## config.mk

```make
export PLATFORM = sky130hd
export DESIGN_NAME = serial_subtractor
export DESIGN_NICKNAME = d
export VERILOG_FILES = /design/src/rtl/serial_subtractor.sv
export SDC_FILE = /design/constraint.sdc
export NUM_CORES = 1
export LEC_CHECK = 0
export ABC_AREA = 1
export BUFFER_PORTS_ARGS = -buffer_cell sky130_fd_sc_hd__buf_2
export CAP_MARGIN = 20
export CORE_UTILIZATION = 45
export CTS_BUF_LIST = sky130_fd_sc_hd__clkbuf_16
export DETAILED_ROUTE_END_ITERATION = 10
export GPL_ROUTABILITY_DRIVEN = 0
export GPL_TIMING_DRIVEN = 0
export PLACE_DENSITY = 0.76
export SETUP_SLACK_MARGIN = 0.05
export SLEW_MARGIN = 20
export SYNTH_ARGS = -nofsm -noshare
export SYNTH_HDL_FRONTEND = slang
export SYNTH_SLANG_ARGS = --single-unit
```

## constraint.sdc

```tcl
create_clock -name clk -period 1.8 [get_ports clk]
set_input_delay 0.09 -clock clk [delete_from_list [all_inputs] [get_ports clk]]
set_output_delay 0.09 -clock clk [all_outputs]
set_load 0.01 [all_outputs]
```

## src/rtl/serial_subtractor.sv

```systemverilog
// serial_subtractor: bit-serial a - b - bin, LSB first, one full-subtractor
// cell plus a borrow flip-flop. Start/busy/done handshake; the result and
// final borrow are held on diff/borrow_out until the next result.
module serial_subtractor #(
    parameter int WIDTH = 8
) (
    input  logic             clk,
    input  logic             rst_n,
    input  logic             start,
    input  logic [WIDTH-1:0] a,
    input  logic [WIDTH-1:0] b,
    input  logic             bin,
    output logic             busy,
    output logic             done,
    output logic [WIDTH-1:0] diff,
    output logic             borrow_out
);

    localparam int CNT_W = (WIDTH > 2) ? $clog2(WIDTH) : 1;
    localparam logic [CNT_W-1:0] LAST_CNT = CNT_W'(WIDTH - 1);

    typedef enum logic [1:0] {
        S_IDLE  = 2'd0,
        S_SHIFT = 2'd1,
        S_DONE  = 2'd2
    } state_t;

    state_t           state_reg;
    state_t           state_next;

    logic [WIDTH-1:0] a_sr_reg;
    logic [WIDTH-1:0] b_sr_reg;
    logic [WIDTH-1:0] d_sr_reg;
    logic [WIDTH-1:0] diff_reg;
    logic             brw_reg;
    logic             borrow_reg;
    logic [CNT_W-1:0] cnt_reg;

    logic             d_bit;
    logic             brw_bit;
    logic             last_bit;

    assign last_bit = (cnt_reg == LAST_CNT);

    // Full-subtractor cell on the current LSBs and the stored borrow.
    always_comb begin
        d_bit   = a_sr_reg[0] ^ b_sr_reg[0] ^ brw_reg;
        brw_bit = (~a_sr_reg[0] & b_sr_reg[0]) |
                  (~(a_sr_reg[0] ^ b_sr_reg[0]) & brw_reg);
    end

    // State register.
    always_ff @(posedge clk or negedge rst_n) begin
        if (!rst_n) begin
            state_reg <= S_IDLE;
        end else begin
            state_reg <= state_next;
        end
    end

    // Next-state logic: start is only looked at in IDLE, so it is ignored while busy.
    always_comb begin
        state_next = state_reg;
        case (state_reg)
            S_IDLE:  if (start) state_next = S_SHIFT;
            S_SHIFT: if (last_bit) state_next = S_DONE;
            S_DONE:  state_next = S_IDLE;
            default: state_next = S_IDLE;
        endcase
    end

    // Handshake outputs decoded from the state.
    always_comb begin
        busy = (state_reg == S_SHIFT) || (state_reg == S_DONE);
        done = (state_reg == S_DONE);
    end

    // Datapath: capture on accept, shift one bit per SHIFT cycle. The result
    // register is loaded on the final shift (including that cycle's bit) so
    // diff/borrow_out are already valid while done is high.
    always_ff @(posedge clk or negedge rst_n) begin
        if (!rst_n) begin
            a_sr_reg   <= '0;
            b_sr_reg   <= '0;
            d_sr_reg   <= '0;
            diff_reg   <= '0;
            brw_reg    <= 1'b0;
            borrow_reg <= 1'b0;
            cnt_reg    <= '0;
        end else begin
            case (state_reg)
                S_IDLE: begin
                    if (start) begin
                        a_sr_reg <= a;
                        b_sr_reg <= b;
                        brw_reg  <= bin;
                        cnt_reg  <= '0;
                    end
                end
                S_SHIFT: begin
                    d_sr_reg <= {d_bit, d_sr_reg[WIDTH-1:1]};
                    a_sr_reg <= {1'b0, a_sr_reg[WIDTH-1:1]};
                    b_sr_reg <= {1'b0, b_sr_reg[WIDTH-1:1]};
                    brw_reg  <= brw_bit;
                    cnt_reg  <= cnt_reg + 1'b1;
                    if (last_bit) begin
                        diff_reg   <= {d_bit, d_sr_reg[WIDTH-1:1]};
                        borrow_reg <= brw_bit;
                    end
                end
                default: begin
                end
            endcase
        end
    end

    assign diff       = diff_reg;
    assign borrow_out = borrow_reg;

endmodule

```

Yosys cells after proc, flatten, opt, wreduce, memory -nomap -nowiden
Index checks and enable logic that the tools add are counted.
- register bits after elaboration: 39
- output and inout port bits: 11
- logic and storage cells: 38
- bits of input ports: 20
- bitwise gates (word level): 7
- mux-type cells: 11
- reduce and logical (&&, ||, !) cells: 6
- add/sub/neg operators: 1
- equal/unequal tests: 5
- operators with widths (cell ; number):
    $pmux 8 s2 ; 2
    $mux 8 ; 2
    $pmux 3 s2 ; 1
    $reduce_and 2->1 ; 3
    $mux 2 ; 2
    $ne 2x2->1 const B ; 2
    $pmux 2 s2 ; 1
    $add 3x1->3 const B ; 1
    $eq 3x3->1 const B ; 1
    $mux 3 ; 1
    $and 1x1->1 ; 2
    $eq 2x1->1 const B ; 1
    $eq 2x2->1 const B ; 1
    $logic_not 2->1 ; 1
    $not 1->1 ; 2
    $pmux 1 s2 ; 1
    $reduce_bool 2->1 ; 1
    $xor 1x1->1 ; 2
    $logic_or 1x1->1 ; 1
    $mux 1 ; 1
    $or 1x1->1 ; 1

Logic depth before layout (Yosys ltp)
Gate-level depths: netlist of the first run.
- depth after elaboration: 5
- mapped depth: 9
- gate-level depth less buffers: 7

Least setup slack after synthesis of the first run
OpenSTA, ideal clock, no wires.
- path type: flip-flop to flip-flop
- start point: register cnt_reg[0]
- end point: register borrow_reg (netlist: borrow_out)
- stages on the path, launching flop included: 6
- slack: 538 ps
- path buffers: 1
- arrival time: 1136 ps
- setup time: 126 ps
- path through: dfrtp_1 -> ha_1 -> ha_1 -> nand2_4 -> buf_2 -> o21ai_0
- word-level cells in the longest chain between the ends: 2
- ends and longest elaborated chain (what ; line ; text):
    start, declared ; 37 ; logic [CNT_W-1:0] cnt_reg;
    start signal, assigned ; 105 ; cnt_reg <= cnt_reg + 1'b1;
    $eq 3x3->1 ; 43 ; assign last_bit = (cnt_reg == LAST_CNT);
    $reduce_and 2->1 (no line) ; n/a ;
    end signal, assigned ; 108 ; borrow_reg <= brw_bit;
    end, declared ; 36 ; logic borrow_reg;
Every way passes these cells.
A chain may end at the register's enable or synchronous reset.

Final worst setup path of the first run
- start point: register cnt_reg[0]
- end point: register diff_reg[5] (netlist: diff[5])
- word-level cells in the longest chain between the ends: 2
- ends and longest elaborated chain (what ; line ; text):
    $eq 3x3->1 ; 43 ;
    $reduce_and 2->1 (no line) ; n/a ;
    end signal, assigned ; 107 ; diff_reg <= {d_bit, d_sr_reg[WIDTH-1:1]};
    end, declared ; 34 ; logic [WIDTH-1:0] diff_reg;
Every way passes these cells.

==> results of run 1 <==
## how the worst max path moves through the flow
stage                     startpoint    endpoint  cells past startpoint
after floorplan           cnt_reg[0]  borrow_out                      5
after global placement    cnt_reg[0]  borrow_out                      5
after detailed placement  cnt_reg[0]     diff[5]                      5
after CTS                 cnt_reg[0]     diff[5]                      5
after global routing      cnt_reg[0]     diff[5]                      5
final                     cnt_reg[0]     diff[5]                      5
## metal layers
| layer | wire length (um) | GRT usage |
|---|---|---|
| met5 | 0 | 0 |
| met4 | 54 | 0.0842 |
| met2 | 1780 | 0.323 |
| met3 | 162 | 0.0712 |
| met1 | 1590 | 0.252 |
## metrics by stage
stage	util	hold slack, ns	cells	total power, mW
after floorplan	-	-0.206	223	2.32
after global placement	0.537	0.246	301	2.63
after detailed placement	0.537	0.242	301	2.68
after CTS	0.576	0.0654	310	3.52
after global routing	0.576	0.0854	310	3.79
final	0.576	0.0685	310	3.48
## synthesized netlist by cell type, drive strengths merged
cell type | number | area (um^2)
o21ai | 15 | 75.1
buf | 11 | 73.8
nor2 | 1 | 3.75
nand4 | 2 | 12.5
inv | 16 | 62.6
nand3 | 25 | 125
fa | 1 | 20.0
nand2 | 109 | 429
ha | 5 | 62.6
dfrtp | 38 | 951
## worst max-delay path, stage by stage (launching register included)
cell and delay (ns):
dfrtp_1 0.41, ha_1 0.21, ha_1 0.25, nand2_4 0.14
buf_2 0.21, o21ai_0 0.10
## power groups by stage
stage                     registers (mW)  logic, mW  clock network, mW
after global routing                1.37       1.55              0.872
final                               1.34       1.33              0.817
after global placement              1.34       1.29                  0
after detailed placement            1.35       1.33                  0
after floorplan                     1.33      0.993                  0
after CTS                           1.34       1.35              0.830
## logic make-up after synthesis
group           after synthesis  share of synthesized area
fa+ha+maj                     6                     0.0455
buf+inv                      27                     0.0751
simple gates                137                      0.314
compound gates               15                     0.0413
flops                        38                      0.524
## cell type report
| class | count | area, um^2 |
|---|---|---|
| clock inverter | 3 | 11.3 |
| fill | 334 | 1600 |
| sequential | 38 | 951 |
| multi-input combinational | 158 | 728 |
| clock buffer | 5 | 125 |
| buffer | 11 | 73.8 |
| timing repair buffer | 31 | 160 |
| inverter | 16 | 62.6 |
| tap | 48 | 60.1 |
==> impl_metrics.tcl, run 1 <==
set metrics [dict create \
    drt-initial-drc-count 88 \
    setup_viol_count_final 0 \
    cts_num_sinks 38 \
    hpwl_um 2470 \
    min_period_ns 1.44 \
    worst_pin_slew_ns 0.823 \
    hold_path_class "in2reg" \
    portBuffers 30 \
    p_sw_mw 1.31 \
    synthToLayoutAreaGrowth_pct 19.6 \
    grt_usage 0.204 \
    reg2reg_depth 5 \
    outcome "finished, final reports clean" \
    clockBufferDepth 2 \
    die_w_um 65.5 \
    layout-drive-gt1-share 0.198 \
    skew_ns 0.00346 \
    power.share.clock 0.235 \
    nets 287 \
    grt_start_max_net_pins 39 \
    routed_wl_um 3590 \
    stdcell_area_mm2 0.00217 \
    power.internal_mw 2.17 \
    combPwrFrac 0.381 \
    clock_latency_ns 0.28 \
    root_buffer "clkbuf_16" \
    synth_cell_types 16 \
    vias 1521 \
    insertedDiodeCount 0 \
    final_cell_mix "nand2_1, dfrtp_1, buf_2, nand3_1, o21ai_0" \
    syn_inst 223 \
    critPathKind "reg2reg" \
    die_height_um 65.5 \
    whs_path_depth 3 \
    wl_per_cell_um 11.6 \
    r2r_setup_slack_ns 0.36 \
    htree_levels 2 \
    fin_crit_sh 0.802 \
    synth_area_mm2 0.00182 \
    drc 0 \
    p_leak_nw 1.24 \
    ios 31 \
    fmax_mhz 692 \
    reg2reg_from "cnt_reg[0]" \
    avgSynthCellArea_um2 8.14 \
    firstDrtPassIters 4 \
    dp_slack_ns 0.382 \
    hold_buffers 1 \
    hp-start "b[7]" \
    cts_tree "built" \
    synth_nets 249 \
    overflow 0 \
    antenna_left 0 \
    r2r_end "diff[5]" \
    relSlewSlack 0.452 \
    synth_warnings 0 \
    grt_antenna_before_repair 0 \
    ys_seq_area_frac 0.524 \
    worst-path-max-fanout 10 \
    cp-start-kind "register" \
    start_util 0.481 \
    clkTransAtPathRegs_ns 0.05 \
    rsz0062_at_grt "no" \
    cap_violations 0 \
    slew_violations 0 \
    vdd_drop_max_v 0.000807 \
    placed_area_mm2 0.00203 \
    grt_pass1_vias 1468 \
    critPathArrivalTime_ns 1.60 \
    grt_pass1_wl_um 6450 \
    switching_share 0.378 \
    cts_buffers 5 \
    final_common_cell "nand2_1" \
    p_seq_frac 0.384 \
    hold_end "b_sr_reg[7]" \
    timing.final.ws_setup_ns 0.356 \
    finalHoldViolCount 0 \
    required_ns 1.96 \
    dieArea_mm2 0.00429 \
    tns_ns 0 \
    viasPerCell 4.91 \
    pwr_density_cell_mw_per_mm2 1600 \
    ys_ff_latch 38 \
    postCtsSetupBuffers 0 \
    ctsResizeCount 0 \
    worstSetupEndpointType "register" \
    core_region_area_mm2 0.00377 \
    fp-row-count 22 \
]
(Power assumes the default switching activity.)
==> run 2: changes to the inputs <==
- clock period: 1.8 -> 1.34 ns (I/O delays scaled with it)
==> run 2 against run 1 <==
- critical path type unchanged
- combinational power is 75% higher
- sequential share of layout area decreased by 4.2 points
- critical endpoint is now b_sr_reg[6]
- highest routed layer unchanged
- final cell count grew 2.9%
- clock power grew 35%
- first-iteration DRC count is 13% higher
==> impl_metrics.tcl, run 2 (synthesized netlist as in run 1, its figures left out) <==
set metrics [dict create \
    clkTransAtPathRegs_ns 0.05 \
    timing.final.ws_setup_ns 0.0296 \
    hpwl_um 2470 \
    worstSetupEndpointType "register" \
    cpMostUsedCell "nand2_8" \
    cts_buffers 5 \
    die_w_um 65.5 \
    grt_usage 0.209 \
    critPathArrivalTime_ns 1.48 \
    root_buffer "clkbuf_16" \
    whs_path_depth 3 \
    final_common_cell "nand2_1" \
    finalHoldViolCount 0 \
    overflow 0 \
    dp_slack_ns -0.0784 \
    fin_crit_sh 0.978 \
    rsz0062_at_grt "yes" \
    hold_end "b_sr_reg[7]" \
    post-route-util 0.638 \
    core_region_area_mm2 0.00377 \
    antenna_left 0 \
    clockBufferDepth 2 \
    hold_path_class "in2reg" \
    min_period_ns 1.31 \
    start_util 0.481 \
    drt-initial-drc-count 99 \
    fillers 293 \
    portBuffers 30 \
    relSlewSlack 0.439 \
    p_leak_nw 1.31 \
    viasPerCell 5.00 \
    nets 296 \
    synthToLayoutAreaGrowth_pct 32.5 \
    cp-start-kind "register" \
    critPathKind "reg2reg" \
    grt_pass1_wl_um 6610 \
    slew_violations 0 \
    cap_violations 0 \
    path_cells "inv_2 -> ha_4 -> inv_4 -> nand2_8 -> nand2_8 -> buf_8 -> nand2_2 -> nand2_1" \
    die_height_um 65.5 \
    tns_ns 0 \
    vias 1594 \
    firstDrtPassIters 4 \
    routed_wl_um 4090 \
    reg2reg_from "state_reg[0]" \
    fmax_mhz 763 \
    grt_start_max_net_pins 39 \
    pwr_density_cell_mw_per_mm2 2180 \
    drc 0 \
    clock_latency_ns 0.28 \
    vdd_drop_max_v 0.00109 \
    slowest_delay_ns 0.43 \
    ios 31 \
    layout-drive-gt1-share 0.284 \
    r2r_end "b_sr_reg[6]" \
    worst_pin_slew_ns 0.841 \
    cp_slowest_cell "dfrtp_1" \
    grt_pass1_vias 1512 \
    r2r_setup_slack_ns 0.03 \
    dieArea_mm2 0.00429 \
    final_cell_mix "nand2_1, dfrtp_1, buf_2, nand3_1, inv_1" \
    fp-row-count 22 \
    required_ns 1.51 \
    fin_cells 319 \
    outcome "finished, final reports clean" \
    hp-start "b[7]" \
    worst-path-max-fanout 8 \
    setup_viol_count_final 0 \
    reg2reg_depth 8 \
    cts_tree "built" \
    cts_num_sinks 38 \
    insertedDiodeCount 0 \
    placed_cells 301 \
    htree_levels 2 \
    skew_ns 0.00341 \
    wl_per_cell_um 12.8 \
    fin_hold_ws_ns 0.0489 \
    grt_antenna_before_repair 0 \
]
-- run 2: changes by cell type in the layout (fill, tap and decap cells not counted), moves of 3 or more --
cell	before	now
buf_2	35	29
nand2_1	105	95
ha_1	5	1
nand2_2	2	9
o21ai_0	15	8
o21ai_1	0	7
buf_4	5	10
buf_8	0	3
buf_6	1	7
-- run 2: power by group --
group | switching (mW) | internal (mW) | leakage [nW] | total [mW]
combinational | 1.34 | 0.990 | 0.751 | 2.33
clock | 0.431 | 0.669 | 0.0663 | 1.10
sequential | 0.237 | 1.57 | 0.497 | 1.81
total | 2.01 | 3.23 | 1.31 | 5.24
-- run 2: critical path: cells and delay by family, from the launching register on --
| kind | cells | cell delay, ns |
|---|---|---|
| simple gates | 4 | 0.27 |
| flops | 1 | 0.43 |
| fa+ha+maj | 1 | 0.20 |
| buf+inv | 3 | 0.30 |
-- run 2: per-layer routing --
metal / up-vias / GRT usage / wire length (um)
li1: 793 / - / -
met1: 754 / 0.255 / 1740
met2: 35 / 0.340 / 2080
met3: 12 / 0.0694 / 179
met4: 0 / 0.0788 / 93
met5: - / 0 / 0
-- run 2: repair_timing --
item / CTS / global route
hold buffers: 1 / 0
setup endpoints to repair: 35 / 37
cloned: 1 / 0
pin swaps: 0 / 7
endpoints found under the hold margin: 38 / 0
buffers inserted: 6 / 3
resized for setup: 11 / 45
-- run 2: worst max path at each step --
stage	from	endpoint	slack (ns)	cells past startpoint
2_1_floorplan	cnt_reg[0]	borrow_out	0.08	5
3_3_place_gp	cnt_reg[0]	borrow_out	-0.06	5
3_5_place_dp	cnt_reg[0]	diff[5]	-0.08	5
4_1_cts	state_reg[1]	b_sr_reg[6]	0.04	7
5_1_grt	state_reg[0]	b_sr_reg[6]	-0.03	8
6_report	state_reg[0]	b_sr_reg[6]	0.03	8
-- run 2: area by class of cell --
class	count	area (um^2)	share of cell area
clock inverter	3	11.3	0.00468
tap	48	60.1	0.0250
buffer	10	121	0.0505
clock buffer	5	125	0.0520
inverter	16	67.6	0.0281
multi-input combinational	158	816	0.339
timing repair buffer	41	253	0.105
sequential	38	951	0.395
-- run 2: stage by stage --
stage / instance area, um^2 / power [mW]
2_1_floorplan: 1820 / 3.12
3_3_place_gp: 2030 / 3.53
3_5_place_dp: 2030 / 3.60
4_1_cts: 2250 / 4.85
5_1_grt: 2400 / 5.67
6_report: 2400 / 5.24
